[config.mk]
export PLATFORM = sky130hd
export DESIGN_NAME = pkt_gate
export DESIGN_NICKNAME = d
export VERILOG_FILES = /design/src/rtl/pkt_gate_pkg.sv /design/src/rtl/pkt_buf.sv /design/src/rtl/pkt_gate.sv
export SDC_FILE = /design/constraint.sdc
export NUM_CORES = 1
export LEC_CHECK = 0
export BUFFER_PORTS_ARGS = -buffer_cell sky130_fd_sc_hd__buf_2
export CAP_MARGIN = 10
export CELL_PAD_IN_SITES_DETAIL_PLACEMENT = 1
export CELL_PAD_IN_SITES_GLOBAL_PLACEMENT = 2
export CORE_MARGIN = 4
export CORE_UTILIZATION = 45
export CTS_CLUSTER_SIZE = 28
export DETAILED_ROUTE_END_ITERATION = 7
export PLACE_DENSITY_LB_ADDON = 0.1
export SYNTH_ARGS = -nofsm -noshare
export SYNTH_HDL_FRONTEND = slang
export SYNTH_SLANG_ARGS = --single-unit
export TNS_END_PERCENT = 100
[constraint.sdc]
create_clock -name clk_i -period 4.2 [get_ports clk_i]
set_clock_uncertainty 0.1 [all_clocks]
set_input_delay 0.84 -clock clk_i [delete_from_list [all_inputs] [get_ports clk_i]]
set_output_delay 0.84 -clock clk_i [all_outputs]
set_load 0.1 [all_outputs]
[src/rtl/pkt_gate_pkg.sv]
// pkt_gate_pkg: shared types and constants for the pkt_gate admission stage.
//   state_t    : gate FSM states
//   DROP_CNT_W : width of the optional dropped-packet counter
package pkt_gate_pkg;

  typedef enum logic [2:0] {
    IDLE  = 3'd0,
    FILL  = 3'd1,
    WAIT  = 3'd2,
    DRAIN = 3'd3,
    DROP  = 3'd4
  } state_t;

  localparam int unsigned DROP_CNT_W = 16;

endpackage

[src/rtl/pkt_buf.sv]
// pkt_buf: DEPTH x DWIDTH packet buffer (DEPTH = 2**AWIDTH), one synchronous
// write port and one combinational read port. Contents are not reset.
//   clk_i   : clock
//   we_i    : write enable
//   waddr_i : write address
//   wdata_i : write data
//   raddr_i : read address
//   rdata_o : read data (combinational)
module pkt_buf
  import pkt_gate_pkg::*;
#(
  parameter int unsigned AWIDTH = 3,
  parameter int unsigned DWIDTH = 8
) (
  input  logic              clk_i,
  input  logic              we_i,
  input  logic [AWIDTH-1:0] waddr_i,
  input  logic [DWIDTH-1:0] wdata_i,
  input  logic [AWIDTH-1:0] raddr_i,
  output logic [DWIDTH-1:0] rdata_o
);

  localparam int unsigned DEPTH = 2**AWIDTH;

  logic [DWIDTH-1:0] mem [DEPTH];

  always_ff @(posedge clk_i) begin
    if (we_i) begin
      mem[waddr_i] <= wdata_i;
    end
  end

  assign rdata_o = mem[raddr_i];

endmodule

[src/rtl/pkt_gate.sv]
// pkt_gate: admission stage in front of the packet sorter. Buffers one
// complete packet, filters malformed packets, and releases a buffered packet
// as a contiguous one-word-per-cycle burst only while the sorter is idle.
//   clk_i, srst_i          : clock, synchronous active-high reset
//   data_i/sop_i/eop_i     : upstream word, qualified by val_i
//   val_i, ready_o         : upstream handshake (transfer on val_i & ready_o)
//   busy_i                 : sorter busy flag
//   data_o/sop_o/eop_o     : registered burst to sorter, qualified by val_o
// Optional build macro PKT_GATE_DROP_CNT_EN adds drop_cnt_o, a saturating
// count of dropped packets.
module pkt_gate
  import pkt_gate_pkg::*;
#(
  parameter int unsigned AWIDTH       = 3,
  parameter int unsigned DWIDTH       = 8,
  parameter int unsigned GUARD_CYCLES = 2
) (
  input  logic              clk_i,
  input  logic              srst_i,
  input  logic [DWIDTH-1:0] data_i,
  input  logic              sop_i,
  input  logic              eop_i,
  input  logic              val_i,
  output logic              ready_o,
  input  logic              busy_i,
  output logic [DWIDTH-1:0] data_o,
  output logic              sop_o,
  output logic              eop_o,
  output logic              val_o
`ifdef PKT_GATE_DROP_CNT_EN
  ,
  output logic [DROP_CNT_W-1:0] drop_cnt_o
`endif
);

  localparam int unsigned   DEPTH      = 2**AWIDTH;
  localparam logic [AWIDTH:0] FULL     = (AWIDTH+1)'(DEPTH);
  localparam logic [AWIDTH:0] CNT_ONE  = (AWIDTH+1)'(1);
  localparam logic [3:0]    GUARD_LOAD = 4'(GUARD_CYCLES);

  state_t            state, state_nxt;
  logic [AWIDTH:0]   count, count_nxt;
  logic [AWIDTH:0]   rd_ptr, rd_ptr_nxt;
  logic [3:0]        guard, guard_nxt;
  logic              val_nxt, sop_nxt, eop_nxt;
  logic [DWIDTH-1:0] data_nxt;

  logic              acc;
  logic              we;
  logic [AWIDTH-1:0] waddr;
  logic [AWIDTH-1:0] raddr;
  logic [DWIDTH-1:0] rdata;

  assign ready_o = (state == IDLE) || (state == FILL) || (state == DROP);
  assign acc     = val_i & ready_o;
  // WAIT presents word 0 so it can be registered on the WAIT->DRAIN edge.
  assign raddr   = (state == DRAIN) ? rd_ptr[AWIDTH-1:0] : '0;

  pkt_buf #(
    .AWIDTH (AWIDTH),
    .DWIDTH (DWIDTH)
  ) u_buf (
    .clk_i   (clk_i),
    .we_i    (we),
    .waddr_i (waddr),
    .wdata_i (data_i),
    .raddr_i (raddr),
    .rdata_o (rdata)
  );

  always_comb begin
    state_nxt  = state;
    count_nxt  = count;
    rd_ptr_nxt = rd_ptr;
    guard_nxt  = (guard != '0) ? guard - 4'd1 : guard;
    val_nxt    = 1'b0;
    sop_nxt    = 1'b0;
    eop_nxt    = 1'b0;
    data_nxt   = data_o;
    we         = 1'b0;
    waddr      = '0;

    case (state)
      IDLE: begin
        if (acc && sop_i && !eop_i) begin
          we        = 1'b1;
          count_nxt = CNT_ONE;
          state_nxt = FILL;
        end
      end

      FILL: begin
        if (acc) begin
          if (sop_i) begin
            // Restart: partial packet is abandoned, new sop lands at address 0.
            if (eop_i) begin
              count_nxt = '0;
              state_nxt = IDLE;
            end else begin
              we        = 1'b1;
              count_nxt = CNT_ONE;
            end
          end else if (count == FULL) begin
            // One word past the buffer: an eop here ends the bad packet,
            // anything else must be swallowed until its eop.
            count_nxt = '0;
            state_nxt = eop_i ? IDLE : DROP;
          end else begin
            we        = 1'b1;
            waddr     = count[AWIDTH-1:0];
            count_nxt = count + CNT_ONE;
            if (eop_i) begin
              state_nxt = WAIT;
            end
          end
        end
      end

      DROP: begin
        if (acc && eop_i) begin
          state_nxt = IDLE;
        end
      end

      WAIT: begin
        if (!busy_i && (guard == '0)) begin
          state_nxt  = DRAIN;
          val_nxt    = 1'b1;
          sop_nxt    = 1'b1;
          eop_nxt    = (count == CNT_ONE);
          data_nxt   = rdata;
          rd_ptr_nxt = CNT_ONE;
        end
      end

      DRAIN: begin
        if (rd_ptr != count) begin
          val_nxt    = 1'b1;
          eop_nxt    = (rd_ptr == count - CNT_ONE);
          data_nxt   = rdata;
          rd_ptr_nxt = rd_ptr + CNT_ONE;
        end else begin
          // Current output cycle carries eop_o.
          state_nxt  = IDLE;
          count_nxt  = '0;
          rd_ptr_nxt = '0;
          guard_nxt  = GUARD_LOAD;
        end
      end

      default: begin
        state_nxt = IDLE;
      end
    endcase
  end

  always_ff @(posedge clk_i) begin
    if (srst_i) begin
      state  <= IDLE;
      count  <= '0;
      rd_ptr <= '0;
      guard  <= '0;
      val_o  <= 1'b0;
      sop_o  <= 1'b0;
      eop_o  <= 1'b0;
      data_o <= '0;
    end else begin
      state  <= state_nxt;
      count  <= count_nxt;
      rd_ptr <= rd_ptr_nxt;
      guard  <= guard_nxt;
      val_o  <= val_nxt;
      sop_o  <= sop_nxt;
      eop_o  <= eop_nxt;
      data_o <= data_nxt;
    end
  end

`ifdef PKT_GATE_DROP_CNT_EN
  logic [1:0]            drop_inc;
  logic [DROP_CNT_W:0]   drop_sum;

  // A sop & eop word restarting a partial packet drops two packets at once.
  always_comb begin
    drop_inc = 2'd0;
    if (acc) begin
      case (state)
        IDLE: begin
          if (sop_i && eop_i) drop_inc = 2'd1;
        end
        FILL: begin
          if (sop_i)              drop_inc = eop_i ? 2'd2 : 2'd1;
          else if (count == FULL) drop_inc = 2'd1;
        end
        default: begin
          drop_inc = 2'd0;
        end
      endcase
    end
  end

  assign drop_sum = {1'b0, drop_cnt_o} + (DROP_CNT_W+1)'(drop_inc);

  always_ff @(posedge clk_i) begin
    if (srst_i) begin
      drop_cnt_o <= '0;
    end else if (drop_inc != 2'd0) begin
      drop_cnt_o <= drop_sum[DROP_CNT_W] ? '1 : drop_sum[DROP_CNT_W-1:0];
    end
  end
`endif

endmodule
==> impl_metrics.toml <==
[outcome]
outcome = "finished clean"

[placed_design]
placedCellCount = 439
pre_cts_slack_ps = 1212
hpwl_mm = 6.242
globalplace.congestion = 0.7550
port_buffers = 25

[timing]
fin_crit_sh = 0.7065
tns_ps = 0
slew_headroom = 0.3648
setup_violations = 0
layout_min_cycle_time_ps = 2967
tightest_slew_ps = 949.2
fmax_mhz = 337.0
hold_viol_final = 0
slew_violations = 0
fin_ws_ps = 1233
rsz0062_at_grt = "no"

[setup_path]
r2r-start = "state[0]$_SDFFE_PP0P_"
reg2reg_to = "u_buf.mem[2][7]$_DFFE_PP_"
worst-r2r-setup-slack_ps = 1230
cp.depth = 4
endpoint = "u_buf.mem[2][7]$_DFFE_PP_"
critPathLaunchType = "flop"
startpoint = "state[0]$_SDFFE_PP0P_"
critPathMaxFanout = 21
crit_buf_inv = 0
worstSetupPathType = "reg2reg"
cp.arrival_ps = 2860
cp_cell_sequence = "nor4b_4, nand2_1, or3_1, nor2_1"
crit_family = "simple AND/OR/NAND/NOR gates"
critical_path_required_ps = 4100
slowest_delay_ps = 850
timing.critical_path.slowest_stage_cell = "dfxtp_1"
end_kind = "flop"
r2r_cells = 4

[route]
vias = 2694
wl_per_cell_microns = 20.91
totalWireLength_mm = 9.516
postRouteAntennaNets = 0
drt_iter0_drc = 179
routed_via_density = 5.921
first_pass_iters = 4
drc = 0

[die]
pin_count = 26
core_area_sq_mm = 0.008678
die_area_sq_mm = 0.01049
floorplan.rows = 34
die_h_microns = 102.4
start_util = 0.4622
die_w_microns = 102.4

[cells_and_area]
drive_gt1_frac = 0.1700
nets = 362
nFillCells = 913
multi_input_area_sq_mm = 0.001453
stdcell_count = 455
syn_to_final_growth_pct = 10.17
diodes = 0
seq_area_sq_mm = 0.002442

[synthesis]
ys_ff_latch = 90
synth.distinct_cells = 53
syn_avg_cell_area_sq_um = 12.50
netlist_area_sq_mm = 0.004011
yosysWarnings = 0
synthCells = 321
synth_seq_area_share = 0.6089
syn-num-nets = 341

[power]
p_sw_uw = 485.6
swShare = 0.2750
p_clk_frac = 0.340
power_frac_seq = 0.561
ir_drop_v = 0.0002489
p_per_area_mw_per_mm2 = 399.6
pwr-share-comb = 0.098
leakagePower_uw = 0.001554
p_int_uw = 1280

[cts]
cts.path.max_buffers = 2
clk_latency_ps = 370
worst_setup_hold_path_clk_slew_ps = 110
postCtsHoldBufs = 0
cts_tree = "yes"
cts_inserted_buffers = 9
cts_setup_buffers = 0
root_buffer = "clkbuf_8"
cts_num_sinks = 90
cts.repair.resized = 0
htree_levels = 3

[global_route]
antenna_found_initial = 0
gr-usage-met3 = 0.04300
met1_usage = 0.2704
overflow = 0
grt_max_degree = 31
grt_pass1_vias = 2676
grt_pass1_wl_mm = 14.70
gr-usage-met2 = 0.2974
grtUsageTotal = 0.1906
grt-busiest-layer = "met2"

[hold_path]
hold_path_depth = 1
min_path_type = "reg2reg"

[flow_run]
cap_violations = 0
Yosys cell counts (all sizes together):
cell / instances / area share
and4b: 1 / 0.0025
a211o: 2 / 0.0044
nor3b: 2 / 0.0037
a2111oi: 1 / 0.0069
inv: 7 / 0.0066
a2bb2oi: 1 / 0.0022
a31oi: 3 / 0.0047
a21o: 2 / 0.0041
a221oi: 2 / 0.0044
nor4: 2 / 0.0069
buf: 12 / 0.017
nand3: 12 / 0.015
mux2: 1 / 0.0028
a21oi: 13 / 0.017
nor4b: 3 / 0.012
or4b: 1 / 0.0025
o211ai: 2 / 0.0037
a22oi: 8 / 0.015
nor2: 32 / 0.030
a22o: 1 / 0.0022
o31a: 1 / 0.0022
a32oi: 1 / 0.0022
o22ai: 1 / 0.0016
clkbuf: 8 / 0.0075
a32o: 5 / 0.012
and3b: 2 / 0.0047
and2: 1 / 0.0016
nand2b: 4 / 0.0062
edfxtp: 64 / 0.48
xor2: 7 / 0.021
o2bb2ai: 2 / 0.0044
o221ai: 12 / 0.026
nand3b: 6 / 0.011
ha: 6 / 0.019
xnor2: 1 / 0.0022
mux2i: 19 / 0.047
a211oi: 2 / 0.0037
dfxtp: 26 / 0.13
nor2b: 3 / 0.0047
o21ai: 10 / 0.012
nand4b: 2 / 0.0059
nor3: 9 / 0.011
nand2: 19 / 0.018
or3: 2 / 0.0031
power by group through the flow:
stage	clock, uW	sequential (uW)	combinational (uW)
after floorplan	0	1010	133
after global placement	0	1010	170
after detailed placement	0	1010	172
after CTS	620	992	174
after global routing	664	995	196
final	601	991	174
kinds of logic (layout without fill, tap and decap cells):
| logic type | count (synthesis) | count (layout) | synth area share |
|---|---|---|---|
| buffers and inverters | 27 | 53 | 0.03057 |
| and+or+nand+nor | 101 | 101 | 0.1388 |
| DFF | 90 | 90 | 0.6089 |
| adders and majority gates | 6 | 6 | 0.01871 |
| AOI/OAI and AO/OA | 69 | 69 | 0.1298 |
| muxes | 20 | 20 | 0.05022 |
| xor gates and xnor gates | 8 | 8 | 0.02308 |
worst min-delay path by stage:
stage	endpoint	start
6_report	data_o[6]$_SDFFE_PP0P_	data_o[6]$_SDFFE_PP0P_
3_3_place_gp	data_o[0]$_SDFFE_PP0P_	data_o[0]$_SDFFE_PP0P_
2_1_floorplan	guard[1]$_SDFF_PP0_	guard[1]$_SDFF_PP0_
5_1_grt	data_o[6]$_SDFFE_PP0P_	data_o[6]$_SDFFE_PP0P_
4_1_cts	data_o[6]$_SDFFE_PP0P_	data_o[6]$_SDFFE_PP0P_
3_5_place_dp	data_o[6]$_SDFFE_PP0P_	data_o[6]$_SDFFE_PP0P_
flip-flops by register name, indices dropped and copies added, names as in the netlist:
register,count
eop_o,1
data_o,8
state,3
u_buf.mem,64
rd_ptr,4
guard,4
count,4
sop_o,1
val_o,1
per-stage QoR:
step / power, uW / hold slack (ps) / area [sq um] / utilization
3_3_place_gp: 1182 / 343.8 / 4219 / 0.4862
6_report: 1766 / 373.3 / 4419 / 0.5092
2_1_floorplan: 1138 / 386.9 / 4011 / -
5_1_grt: 1855 / 395.9 / 4419 / 0.5092
3_5_place_dp: 1185 / 351.4 / 4219 / 0.4862
4_1_cts: 1785 / 374.8 / 4419 / 0.5092
worst register-to-register path, cell delays in order, from the launching register on:
cell,delay (ps)
dfxtp_1,850
nor4b_4,530
nand2_1,180
or3_1,360
nor2_1,570
placed cells by master, fill, tap and decap left out, drive strengths merged, types with 7 or more instances in the layout:
| cell type | instances |
|---|---|
| o21ai | 10 |
| nand3 | 12 |
| edfxtp | 64 |
| nor2 | 32 |
| a21oi | 13 |
| buf | 30 |
| dfxtp | 26 |
| nand2 | 19 |
| inv | 12 |
| clkbuf | 9 |
| o221ai | 12 |
| xor2 | 7 |
| mux2i | 19 |
| a22oi | 8 |
| nor3 | 9 |
metal layers:
metal,share of wire,vias up
met3,0.049,11
met2,0.46,49
met1,0.47,1372
met5,0,-
li1,-,1262
met4,0.015,0
final cells by class:
cell class / instances / share of cell area
clock buffer: 9 / 0.02803
clock inverter: 7 / 0.01727
inverter: 7 / 0.005946
multi-input combinational: 204 / 0.3287
sequential: 90 / 0.5527
tap: 108 / 0.03058
timing repair buffer: 30 / 0.03681
Power figures use the tool's default switching activity.
